## src/rtl/wb_redirect_ctrl.sv

```systemverilog
// Writeback redirect sequencer: freezes the pipeline on a flush-causing retire,
// drains outstanding bus traffic, then issues a single flush/redirect pulse and a settle hold.
module wb_redirect_ctrl #(
    parameter int HOLD_CYCLES = 1
) (
    input  logic        clk,
    input  logic        reset,
    input  logic        req_valid,
    input  logic [1:0]  req_kind,
    input  logic [63:0] req_pc,
    input  logic [63:0] mepc,
    input  logic [63:0] mtvec,
    input  logic        ibus_busy,
    input  logic        dbus_busy,
    output logic        stall_out,
    output logic        flush_out,
    output logic        redirect_valid,
    output logic [63:0] redirect_pc,
    output logic        busy
);

    localparam logic [7:0] HOLD_INIT = 8'(HOLD_CYCLES);

    typedef enum logic [1:0] {
        S_IDLE  = 2'd0,
        S_DRAIN = 2'd1,
        S_FLUSH = 2'd2,
        S_HOLD  = 2'd3
    } state_t;

    state_t      state;
    state_t      state_nxt;
    logic [63:0] target;
    logic [7:0]  hold_cnt;
    logic        bus_busy;
    logic        accept;

    assign bus_busy = ibus_busy | dbus_busy;
    assign accept   = (state == S_IDLE) & req_valid;

    // Kind 3 is reserved and deliberately shares the trap vector path.
    function automatic logic [63:0] select_target(
        input logic [1:0]  kind,
        input logic [63:0] pc,
        input logic [63:0] epc,
        input logic [63:0] tvec
    );
        case (kind)
            2'd0:    return pc + 64'd4;
            2'd1:    return epc;
            default: return {tvec[63:2], 2'b00};
        endcase
    endfunction

    always_ff @(posedge clk or posedge reset) begin
        if (reset) begin
            state <= S_IDLE;
        end else begin
            state <= state_nxt;
        end
    end

    // Target is captured only at the accept edge so later CSR updates cannot leak in.
    always_ff @(posedge clk or posedge reset) begin
        if (reset) begin
            target   <= '0;
            hold_cnt <= '0;
        end else begin
            if (accept) begin
                target <= select_target(req_kind, req_pc, mepc, mtvec);
            end
            if (state == S_FLUSH) begin
                hold_cnt <= HOLD_INIT;
            end else if (state == S_HOLD) begin
                hold_cnt <= hold_cnt - 8'd1;
            end
        end
    end

    always_comb begin
        state_nxt = state;
        case (state)
            S_IDLE: begin
                if (req_valid) begin
                    state_nxt = bus_busy ? S_DRAIN : S_FLUSH;
                end
            end
            S_DRAIN: begin
                if (!bus_busy) begin
                    state_nxt = S_FLUSH;
                end
            end
            S_FLUSH: begin
                state_nxt = (HOLD_CYCLES == 0) ? S_IDLE : S_HOLD;
            end
            S_HOLD: begin
                if (hold_cnt == 8'd1) begin
                    state_nxt = S_IDLE;
                end
            end
            default: state_nxt = S_IDLE;
        endcase
    end

    // Stall asserts combinationally in the accept cycle; reset forces it low at once.
    always_comb begin
        busy           = (state != S_IDLE);
        stall_out      = busy | ((state == S_IDLE) & req_valid & ~reset);
        flush_out      = (state == S_FLUSH);
        redirect_valid = (state == S_FLUSH);
        redirect_pc    = (state == S_FLUSH) ? target : 64'd0;
    end

endmodule

```

## config.mk

```make
export PLATFORM = sky130hd
export DESIGN_NAME = wb_redirect_ctrl
export DESIGN_NICKNAME = d
export VERILOG_FILES = /design/src/rtl/wb_redirect_ctrl.sv
export SDC_FILE = /design/constraint.sdc
export NUM_CORES = 1
export LEC_CHECK = 0
export BUFFER_PORTS_ARGS = -buffer_cell sky130_fd_sc_hd__buf_2
export CAP_MARGIN = 10
export CORE_ASPECT_RATIO = 0.5
export CORE_MARGIN = 3
export CORE_UTILIZATION = 31
export DETAILED_ROUTE_END_ITERATION = 10
export GPL_TIMING_DRIVEN = 0
export PLACE_DENSITY = 0.62
export SLEW_MARGIN = 20
export SYNTH_ARGS = -nofsm -noshare
export SYNTH_HDL_FRONTEND = slang
export SYNTH_SLANG_ARGS = --single-unit
```

## constraint.sdc

```tcl
create_clock -name clk -period 2.7 [get_ports clk]
set_clock_uncertainty 0.1 [all_clocks]
set_input_delay 0.135 -clock clk [delete_from_list [all_inputs] [get_ports clk]]
set_output_delay 0.135 -clock clk [all_outputs]
set_load 0.005 [all_outputs]
```

==> metrics.yaml, run 1 <==
status: "finished, final reports clean"
htreeDepth: 3
reg2reg_setup_slack_ns: 0.35
grt_usage_pct: 22.22
die_area_um2: 20280
core_um2: 17740
cp_max_fo: 10
ir_worst_vdd_mv: 0.3038
placed_cells: 1221
async_reset_ff_share_pct: 100.0
synth_cell_type_count: 46
drive_above_1_share_pct: 29.62
vias: 6502
place_worst_setup_slack_ns: 0.1051
r2r-end: "target[19]$_DFFE_PP0P_"
fin_ws_ns: 0.2622
layout.nets: 1218
globalplace.congestion: 0.8494
yosysSeqAreaShare_pct: 32.27
p_leak_nw: 3.701
area.sequential_um2: 1852
drc: 0
hold_viol: 0
dp_hpwl_um: 18750
power_switching_mw: 2.233
slowest_delay_ns: 0.41
max_freq_ghz: 0.4102
sw_frac_of_total_pct: 38.96
portBuffers: 262
setup_viol: 0
p_int_mw: 3.498
clk_root_buffer_cell: "clkbuf_16"
crit_slowest_cell: "clkbuf_1"
start_kind: "register"
cp.required_ns: 2.47
maxCapViolCount: 0
synth_area_per_cell_um2: 7.925
drt-initial-drc-count: 358
start_util_pct: 32.35
layoutNonFillerInstCount: 1249
grt_first_pass_wirelength_um: 34810
syn2layout_area_growth_pct: 35.59
postSynthCellCount: 724
power.share.combinational_pct: 46.8
clk_latency_ns: 0.33
synthesis.nets: 931
whs_path_depth: 3
r2r_start: "state[0]$_DFFE_PP0P_"
postRouteAntennaNets: 0
first_pass_iters: 5
rsz0062_at_grt: "no"
grt_pass1_vias: 6298
max_slew_margin_pct: 51.25
clk_pin_slew_ns: 0.06
synth_top_area_share_pct: 32.27
grt_max_degree: 52
ios: 267
path_cells: "inv_1 > ha_1 > clkbuf_1 > clkbuf_1 > and2_1 > buf_2"
synth_edf_count: 0
period_needed_ns: 2.438
synthTopCellsByArea: "dfrtp_1, and2_1, nand2_1"
layout_common_cells: "buf_2, nand2_1, dfrtp_1, and2_1, a21oi_1"
ys_ff_latch: 74
cts_buffer_depth: 2
die_y_um: 102.2
fin_crit_sh_pct: 90.29
routed_wl_um: 23400
cts.sinks: 74
pwr_density_cell_nw_per_um2: 736.6
critPathArrivalTime_ns: 2.20
avgViaCountPerCell: 5.206
whs_ns: 0.002851
cp-startpoint: "state[0]$_DFFE_PP0P_"
wl_per_cell_um: 18.73
synth_area_um2: 5738
yosysWarningCount: 0
ys.flop_type: "dfrtp_1"
rows: 34
nFillCells: 1824
path_common_cell: "clkbuf_1"
die_x_um: 198.4
worstMarginPinSlew_ns: 0.7312
hold_path_end: "target[6]$_DFFE_PP0P_"
worstSetupPathType: "register to output port"
power_frac_clock_pct: 19.8
min-delay-start: "mtvec[6]"
gr-total-overflow: 0
antenna_found_initial: 1
end_kind: "output port"
layout_commonest_cell: "buf_2"
multi_input_area_um2: 3595
setup_tns_ns: 0
cts_tree: "yes"
slew_violations: 0
cts_inserted_buffers: 9
rr_worst_depth: 7
total_power_mw: 5.731
synth_top_cell_by_area: "dfrtp_1"
min-delay-path-class: "primary input to register"
seqPwrFrac_pct: 33.4
[synthesized netlist by cell type (all sizes together) (8+ instances only)]
library cell,instances
o221ai,31
nand3,40
dfrtp,74
inv,16
o21ai,33
and2,66
nand4,17
ha,8
o22ai,13
clkbuf,42
nor3,15
xor2,29
xnor2,38
and3,40
mux2i,15
nand2,90
nor2,53
a21oi,55
nor4,13
[metal layers]
metal	vias up	track usage, %	routed length (µm)
met1	3128	30.25	10370
met5	-	0	0
met2	204	37.02	11180
met3	31	3.920	1367
li1	3139	-	-
met4	0	5.649	476
[critical path, delay by kind of cell, from the launching register on]
kind	cells	cell delay (ns)
adders and majority gates	1	0.21
buffers and inverters	4	1.05
DFF	1	0.40
and+or+nand+nor	1	0.21
[worst max path at each step]
stage	slack, ns	endpoint
after floorplan	0.50	stall_out
after global routing	0.05	redirect_pc[10]
final	0.26	redirect_pc[18]
after CTS	0.12	redirect_pc[61]
after global placement	-0.64	target[30]$_DFFE_PP0P_
after detailed placement	0.11	target[63]$_DFFE_PP0P_
[sequential cells by signal (all words and copies together), names as in the netlist]
register  cells
hold_cnt      8
state         2
target       64
[logic make-up (layout without fill, tap and decap cells)]
logic type,count (synthesis),in the layout,synth area share [%]
simple gates,346,346,31.68
compound gates,151,151,16.38
flops,74,74,32.27
xor+xnor,67,67,10.23
buf+inv,63,352,5.081
mux,15,15,2.617
fa+ha+maj,8,8,1.745
other cells,0,2,0
[power by group through the flow]
stage	clock, mW	sequential, mW	combinational [mW]
after floorplan	0	1.84	1.61
after global routing	1.20	1.99	3.00
after global placement	0	1.91	2.61
after detailed placement	0	1.92	2.68
after CTS	1.15	1.91	2.70
final	1.13	1.92	2.68
[repair_timing]
item                                    CTS  global route
endpoints found under the setup margin    0            17
endpoints found under the hold margin    35             0
hold buffers                             13             0
resized for setup                         0             8
setup buffers                             0             0
[cell type report]
| class | count | area share (%) |
|---|---|---|
| Sequential cell | 74 | 23.80 |
| Tap cell | 234 | 3.763 |
| Buffer | 47 | 3.040 |
| Clock buffer | 11 | 3.249 |
| Clock inverter | 2 | 0.1930 |
| Inverter | 16 | 0.8041 |
| Antenna cell | 2 | 0.06433 |
| Multi-Input combinational cell | 587 | 46.20 |
| Timing Repair Buffer | 276 | 18.88 |
[through the flow]
stage | cell area [µm²] | utilization, %
floorplan | 5738 | -
global placement | 7342 | 41.39
detailed placement | 7372 | 41.56
CTS | 7770 | 43.80
global route | 7777 | 43.84
finish | 7780 | 43.86
Note: power is estimated with default switching activity, not from simulation.
==> run 2: changes to the inputs <==
--- a/config.mk
+++ b/config.mk
@@ -7,12 +7,12 @@
 export LEC_CHECK = 0
 export BUFFER_PORTS_ARGS = -buffer_cell sky130_fd_sc_hd__buf_2
 export CAP_MARGIN = 10
-export CORE_ASPECT_RATIO = 0.5
+export CORE_ASPECT_RATIO = 0.8
 export CORE_MARGIN = 3
 export CORE_UTILIZATION = 31
 export DETAILED_ROUTE_END_ITERATION = 10
 export GPL_TIMING_DRIVEN = 0
-export PLACE_DENSITY = 0.62
+export PLACE_DENSITY_LB_ADDON = 0.2
 export SLEW_MARGIN = 20
 export SYNTH_ARGS = -nofsm -noshare
 export SYNTH_HDL_FRONTEND = slang
==> run 2 against run 1 <==
Critical path depth did not move. Hold slack improved by 0.0045 ns. Global-route usage rose by 1.4 points. Clock-buffer cell count did not move. Design area rose by 1.2%. Wire length rose by 3.0%. Via count fell by 2.0%. Utilization rose by 0.47 points. Final cell count rose by 0.16%. Critical path type unchanged. Largest cell class unchanged. Largest power group unchanged.
==> metrics.yaml, run 2 (synthesis gave the netlist of run 1 again) <==
path_delay_family: "buffers and inverters"
core_um2: 17750  # about the same
p_leak_nw: 3.747  # +1.2%
cts_tree: "yes"
reg2reg_setup_slack_ns: 0.23  # -0.12 ns
ir_worst_vdd_mv: 0.3222  # +6.1%
status: "finished, final reports clean"
cts_inserted_buffers: 9  # unchanged
routed_wl_um: 24090  # +3.0%
crit_slowest_cell: "clkbuf_1"
start_kind: "register"
fin_util_pct: 44.33  # +0.47 points
min-delay-path-class: "primary input to register"
slew_violations: 0  # unchanged
die_y_um: 127.7  # +25%
max_slew_margin_pct: 47.89  # -3.4 points
layout_commonest_cell: "buf_2"
hold_viol: 0  # unchanged
stdcell_area_um2: 7870  # +1.2%
place_worst_setup_slack_ns: 0.08237  # -0.02271 ns
cts.sinks: 74  # unchanged
vias: 6369  # -2.0%
cp_max_fo: 11  # +1
antenna_found_initial: 1  # unchanged
rr_worst_depth: 6  # -1
rsz0062_at_grt: "no"
syn2layout_area_growth_pct: 37.16
r2r_start: "state[1]$_DFFE_PP0P_"
worstMarginPinSlew_ns: 0.7788  # +0.04762 ns
grt_usage_pct: 23.65  # +1.4 points
clk_pin_slew_ns: 0.07  # about the same
critPathArrivalTime_ns: 2.26  # +0.06 ns
die_area_um2: 20190  # -0.44%
wl_per_cell_um: 19.26  # +2.8%
path_depth: 6  # unchanged
place_area_um2: 7353  # -0.25%
clk_latency_ns: 0.34  # about the same
dp_hpwl_um: 19120  # +2.0%
cp.required_ns: 2.47  # about the same
end_kind: "output port"
reg.largest.list: "target: 64 flops, hold_cnt: 8 flops, state: 2 flops"
start_util_pct: 32.32  # about the same
max_freq_ghz: 0.4003  # -2.4%
clk_root_buffer_cell: "clkbuf_16"
ios: 267  # unchanged
top_register: "target"
cts_buffer_depth: 2  # unchanged
pwr_density_cell_nw_per_um2: 752.4  # +2.1%
layout.nets: 1224  # +0.49%
total_power_mw: 5.922  # +3.3%
gr-total-overflow: 0  # unchanged
avgViaCountPerCell: 5.091  # -2.2%
setup_tns_ns: 0  # unchanged
first_pass_iters: 5  # unchanged
r2r-end: "target[10]$_DFFE_PP0P_"
nFillCells: 1859  # +1.9%
postCtsSetupRepairBufs: 0  # unchanged
fin_crit_sh_pct: 92.53  # +2.2 points
globalplace.congestion: 0.9013  # +6.1%
die_x_um: 158.1  # -20%
drc: 0  # unchanged
postRouteAntennaNets: 0  # unchanged
largest_reg_flops: 64  # unchanged
fin_ws_ns: 0.2018  # -0.06035 ns
rows: 43  # +26%
drt-initial-drc-count: 400  # +12%
cp-startpoint: "state[0]$_DFFE_PP0P_"
grt_pass1_vias: 6351  # +0.84%
path_cells: "inv_1 > ha_1 > clkbuf_2 > clkbuf_1 > and2_1 > buf_2"
layout_common_cells: "buf_2, nand2_1, dfrtp_1, and2_1, a21oi_1"
htreeDepth: 3  # unchanged
drive_above_1_share_pct: 29.55  # -0.065 points
period_needed_ns: 2.498  # +0.06035 ns
setup_viol: 0  # unchanged
cp_num_buf_inv: 4  # unchanged
grt_first_pass_wirelength_um: 36420  # +4.6%
crit_end: "redirect_pc[14]"
slowest_delay_ns: 0.51  # +0.10 ns
worstSetupPathType: "register to output port"
portBuffers: 262  # unchanged
grt_max_degree: 39  # -25%
maxCapViolCount: 0  # unchanged
-- run 2: power by group --
part / switching, mW / total (mW) / internal [mW]
Combinational: 1.50 / 2.71 / 1.21
Clock: 0.522 / 1.29 / 0.772
Sequential: 0.283 / 1.91 / 1.63
Total: 2.31 / 5.92 / 3.61
-- run 2: metal layers --
layer / track usage [%] / share of wire (%) / wire length, µm
met1: 34.84 / 48 / 11470
met2: 35.64 / 43 / 10380
met3: 4.657 / 7.5 / 1802
met4: 5.716 / 1.8 / 442
met5: 0 / 0 / 0
-- run 2: how the worst min path moves through the flow --
| stage | startpoint | cells past startpoint | slack (ns) | end |
|---|---|---|---|---|
| CTS | mtvec[7] | 3 | 0.0009 | target[7]$_DFFE_PP0P_ |
| detailed placement | reset | 2 | 0.12 | target[1]$_DFFE_PP0P_ |
| floorplan | mtvec[21] | 2 | 0.19 | target[21]$_DFFE_PP0P_ |
| global placement | mtvec[21] | 3 | 0.29 | target[21]$_DFFE_PP0P_ |
| global route | mtvec[34] | 3 | 0.02 | target[34]$_DFFE_PP0P_ |
| finish | mtvec[19] | 3 | 0.007 | target[19]$_DFFE_PP0P_ |
-- run 2: through the flow --
step | instances | hold WS, ns
4_1_cts | 1247 | 0.0008529
2_1_floorplan | 724 | 0.1876
3_5_place_dp | 1212 | 0.1162
5_1_grt | 1247 | 0.02095
3_3_place_gp | 1211 | 0.2858
6_report | 1251 | 0.007350
-- run 2: area by class of cell --
class | instances | area [µm²] | share of cell area, %
clock buffer | 11 | 252.7 | 3.211
buffer | 47 | 235.2 | 2.989
antenna | 4 | 10.01 | 0.1272
timing repair buffer | 282 | 1521 | 19.33
inverter | 16 | 62.56 | 0.7949
sequential | 74 | 1852 | 23.53
clock inverter | 5 | 60.06 | 0.7631
tap | 225 | 281.5 | 3.577
multi-input combinational | 587 | 3595 | 45.68
-- run 2: tightest hold or removal path, stage by stage --
cell      delay, ns
buf_2          0.08
a21oi_1        0.05
o221ai_1       0.15
-- run 2: repair_timing --
| item | in CTS | in global routing |
|---|---|---|
| gates resized for setup | 1 | 4 |
| hold endpoints to repair | 53 | 0 |
| hold buffers | 19 | 0 |
| setup endpoints to repair | 5 | 30 |
